`src/rtl/bsg_gray_binary_pipe.sv`:
```
// Pipelined bidirectional Gray/binary converter with an elastic valid/ready -> valid/yumi
// pipeline and an optional Gray unit-distance step checker for pointer sanity checking.
module bsg_gray_binary_pipe #(
  parameter int width_p  = 16,
  parameter int stages_p = 2,
  parameter int check_p  = 1
) (
  input  logic               clk_i,
  input  logic               reset_n_i,
  input  logic               v_i,
  output logic               ready_o,
  input  logic               mode_i,
  input  logic [width_p-1:0] data_i,
  output logic               v_o,
  output logic [width_p-1:0] data_o,
  output logic               mode_o,
  output logic               err_o,
  input  logic               yumi_i
);

  localparam int rows_lp           = $clog2(width_p);
  localparam int rows_per_stage_lp = (rows_lp + stages_p - 1) / stages_p;

  logic [stages_p-1:0] valid_reg;
  logic [stages_p-1:0] mode_reg;
  logic [stages_p-1:0] err_reg;
  logic [width_p-1:0]  data_reg [stages_p];

  logic [stages_p-1:0] adv;
  logic [stages_p-1:0] v_in;
  logic [stages_p-1:0] mode_in;
  logic [stages_p-1:0] err_in;
  logic [width_p-1:0]  word_in   [stages_p];
  logic [width_p-1:0]  word_next [stages_p];

  logic accept;
  logic chk_err;

  assign ready_o = adv[0];
  assign accept  = v_i & ready_o;

  genvar gi;
  generate
    for (gi = 0; gi < stages_p; gi++) begin : g_stage
      localparam int lo_lp = gi * rows_per_stage_lp;
      localparam int hi_lp = ((gi + 1) * rows_per_stage_lp > rows_lp) ? rows_lp
                                                                       : (gi + 1) * rows_per_stage_lp;
      logic [width_p-1:0] x;

      // A stage can move when any stage from here to the output has a hole, or the output is taken.
      assign adv[gi] = yumi_i | ~(&valid_reg[stages_p-1:gi]);

      if (gi == 0) begin : g_first
        assign v_in[gi]    = v_i;
        assign mode_in[gi] = mode_i;
        assign err_in[gi]  = chk_err;
        assign word_in[gi] = data_i;
      end else begin : g_rest
        assign v_in[gi]    = valid_reg[gi-1];
        assign mode_in[gi] = mode_reg[gi-1];
        assign err_in[gi]  = err_reg[gi-1];
        assign word_in[gi] = data_reg[gi-1];
      end

      always_comb begin
        x = word_in[gi];
        if (mode_in[gi]) begin
          if (gi == 0) x = word_in[gi] ^ (word_in[gi] >> 1);
        end else begin
          for (int j = lo_lp; j < hi_lp; j++) x = x ^ (x >> (1 << j));
        end
      end

      assign word_next[gi] = x;
    end

    if (check_p != 0) begin : g_chk
      localparam logic [width_p-1:0] one_lp = {{(width_p-1){1'b0}}, 1'b1};
      logic [width_p-1:0] hist_reg;
      logic               hist_v_reg;
      logic [width_p-1:0] g;
      logic [width_p-1:0] diff;

      // In binary->Gray mode the stage-0 result is already the Gray value.
      assign g       = mode_i ? word_next[0] : data_i;
      assign diff    = g ^ hist_reg;
      assign chk_err = hist_v_reg & ~((diff != '0) & ((diff & (diff - one_lp)) == '0));

      always_ff @(posedge clk_i) begin
        if (!reset_n_i) begin
          hist_reg   <= '0;
          hist_v_reg <= 1'b0;
        end else if (accept) begin
          hist_reg   <= g;
          hist_v_reg <= 1'b1;
        end
      end
    end else begin : g_no_chk
      assign chk_err = 1'b0;
    end
  endgenerate

  always_ff @(posedge clk_i) begin
    if (!reset_n_i) begin
      valid_reg <= '0;
      mode_reg  <= '0;
      err_reg   <= '0;
      for (int s = 0; s < stages_p; s++) data_reg[s] <= '0;
    end else begin
      for (int s = 0; s < stages_p; s++) begin
        if (adv[s]) begin
          valid_reg[s] <= v_in[s];
          if (v_in[s]) begin
            data_reg[s] <= word_next[s];
            mode_reg[s] <= mode_in[s];
            err_reg[s]  <= err_in[s];
          end
        end
      end
    end
  end

  assign v_o    = valid_reg[stages_p-1];
  assign data_o = data_reg[stages_p-1];
  assign mode_o = mode_reg[stages_p-1];
  assign err_o  = err_reg[stages_p-1] & valid_reg[stages_p-1];

  always_ff @(posedge clk_i) begin
    if (reset_n_i) assert (v_o || !yumi_i);
  end

endmodule

```
`config.mk`:
```
export PLATFORM = sky130hd
export DESIGN_NAME = bsg_gray_binary_pipe
export DESIGN_NICKNAME = d
export VERILOG_FILES = /design/src/rtl/bsg_gray_binary_pipe.sv
export SDC_FILE = /design/constraint.sdc
export NUM_CORES = 1
export LEC_CHECK = 0
export ABC_CLOCK_PERIOD_IN_PS = 3900
export CORE_MARGIN = 2
export CORE_UTILIZATION = 55
export CTS_CLUSTER_SIZE = 20
export DETAILED_ROUTE_END_ITERATION = 8
export GPL_ROUTABILITY_DRIVEN = 0
export HOLD_SLACK_MARGIN = 0.12
export PLACE_DENSITY = 0.79
export SLEW_MARGIN = 20
export SYNTH_ARGS = -nofsm -noshare
export SYNTH_HDL_FRONTEND = slang
export SYNTH_SLANG_ARGS = --single-unit
```
`constraint.sdc`:
```
create_clock -name clk_i -period 3.9 [get_ports clk_i]
set_input_delay 0.585 -clock clk_i [delete_from_list [all_inputs] [get_ports clk_i]]
set_output_delay 0.585 -clock clk_i [all_outputs]
set_load 0.03 [all_outputs]
```
==> metrics <==
worst hold path stage count=2; Max Transition Viols Final=0; CTS Root Cell=clkbuf_8; hold endpoint=g_chk.hist_v_reg; CP Capture Type=flip-flop; RR Startpoint=g_chk.hist_reg[13]; cells after synthesis=387; fin crit period=2760 ps; run status=complete, no violations; final setup vio count=0; Crit path arrival time=about 3000 ps; I/O Pins=41; Final Cycle Share=70.8%; Antenna Violating Nets Remaining=0; post-CTS sizing=0; clock power share=25.4%; Rel. slew slack=57.7%; drt pass-1 iters=4; setup ws final=1140 ps; final wirelength=6490 um; area leader, netlist=edfxtp_1; Area Overhead vs Synth=11.0%; CTS Hold Bufs=0; Main synth FF type=edfxtp_1; Synth Register Bits=55; clk_lat worst skew=about 310 ps; Fin. Hold Viols=0; max reg flops=32; largest fanout on the critical path=17; Ant. Diodes=0; RSZ-0062 raised after global routing=no; Die Wd=84.1 um; P_sw=~0.44 mW; Setup Skew=10.3 ps; largest net degree at the start of global routing=33; EDFF count, synth=32; synth top area cells=edfxtp_1 27%, dfxtp_1 13%, xor2_1 10%, xnor2_1 5.5%, nand2_1 4.3%; WP data required=4090 ps; vias in the first global route=2,406; CP Launch Type=input pin; total number of vias=2,591; CTS HTree Levels=2; drt drc=0; mean post-synth cell area=about 9.1 um2; first-pass GRT wire length=10,800 um; Synth top area share=27.2%; worst-case clock buffer depth=2; initial antenna violation count=0; Worst-Margin Slew=634 ps; grt total ovfl=0; FF-to-FF setup slack=around 1700 ps; Syn. warnings=0; Setup Buffers After CTS=0; Post-Place Worst Slack=just over 800 ps; Max-Cap Viols=0; Iter 0 DRT Violations=159; clk sinks=55; Worst Setup Path Type=in -> reg; Fmax=362 MHz; Final nets=416; Gate power share=26.9%; Power Internal=about 1.0 mW; reg2reg end=err_reg[0]; R2R cell count=7; core area=0.00628 mm2; Mapped Area=roughly 0.0035 mm2; Cell variety after synth=50; Seq/Total Area, Yosys=40.3%; post-DP HPWL=4750 um; setup tns final=0 ps; Avg Vias per Cell=5.48; sequential fraction of design power=47.7%; worst min path class=reg -> reg; Net Sw Frac=29.5%; Max VDD drop=a little under 200 uV; die area=~0.0071 mm2; commonest non-fill, non-tap cells in the layout=41 x xor2_1, 40 x nand2_1, 40 x clkdlybuf4s50_1; asr flop ratio synth=0%; Initial Utilization=between 50 and 60%; CTS buffer count=5; syn_nets=408; most common cell after layout, fill and taps aside=xor2_1; gr usage total=18.7%; Core Rows=29; power consumption=1.48 mW; fin util=62.4%; Clock transition at path regs=90 ps; CTS tree=yes; layout cell share with drive strength beyond 1=4.55%; min-delay src=g_chk.hist_v_reg; height of the die=roughly 84 um; Pwr Density=377 mW/mm2; I/O Buffers=40; Pleak=1.44 nW; routed length per instance=13.7 um
area by class of cell:
type                    instances  area [um2]
multi-input cells             279        1820
well taps                      77        96.3
clock buffers                   6        72.6
clock inverters                 2        37.5
repair buffers                 43         423
inverters                      11        41.3
fillers                       518        2360
flip-flops and latches         55        1420
layer usage:
layer	share of wire [%]	global-route usage [%]
met5	0	0
met3	4.0	3.66
met2	52	33.1
met4	0.86	6.74
met1	43	22.5
power groups by stage:
stage	Clock (mW)	Sequential (mW)	Combinational, mW
6_report	0.375	0.704	0.397
3_5_place_dp	0	0.718	0.395
4_1_cts	0.390	0.705	0.397
2_1_floorplan	0	0.710	0.321
3_3_place_gp	0	0.715	0.384
5_1_grt	0.414	0.711	0.435
through the flow:
step / hold slack (ps) / cells / instance area (um2)
floorplan: 422 / 387 / 3530
global placement: 431 / 465 / 3800
detailed placement: 437 / 465 / 3800
CTS: 452 / 473 / 3920
global route: 513 / 473 / 3920
finish: 449 / 473 / 3920
kinds of logic (layout without fill, tap and decap cells):
kind of cell	count (synthesis)	after routing	share of synthesized area, %
mux	6	6	1.81
buf+inv	53	62	8.05
flops	55	55	40.3
simple gates	126	126	17.9
compound gates	80	80	13.7
xor+xnor	67	67	18.3
Yosys cell counts, types with 3 or more instances:
| cell type | n |
|---|---|
| xor2_1 | 41 |
| nand2_1 | 40 |
| edfxtp_1 | 32 |
| o21ai_0 | 27 |
| a21oi_1 | 26 |
| nor2_1 | 26 |
| dfxtp_1 | 23 |
| xnor2_1 | 22 |
| buf_4 | 19 |
| clkbuf_1 | 16 |
| nand3_1 | 13 |
| nor3b_1 | 12 |
| or3_1 | 10 |
| inv_1 | 9 |
| nor2b_1 | 6 |
| buf_2 | 5 |
| nand2b_1 | 5 |
| nor3_1 | 4 |
| o22ai_1 | 4 |
| a31oi_1 | 3 |
| mux2_2 | 3 |
| mux2i_1 | 3 |
| xor3_1 | 3 |
worst max-delay path: stages:
cell and delay [ps]:
clkdlybuf4s50_1 600, buf_4 270, nand2_1 150, xor2_1 200, or2_1 230, or4_4 480
a31o_1 200, a21oi_1 120, a31oi_1 100
worst max path at each step:
| stage | start | endpoint | slack, ps | depth (start not counted) |
|---|---|---|---|---|
| 2_1_floorplan | data_i[10] | err_reg[0] | 1580 | 8 |
| 3_3_place_gp | mode_i | err_reg[0] | 900 | 9 |
| 3_5_place_dp | mode_i | err_reg[0] | 820 | 9 |
| 4_1_cts | mode_i | err_reg[0] | 1160 | 9 |
| 5_1_grt | mode_i | err_reg[0] | 1000 | 9 |
| 6_report | mode_i | err_reg[0] | 1140 | 9 |
Note: power is estimated with default switching activity, not from simulation.
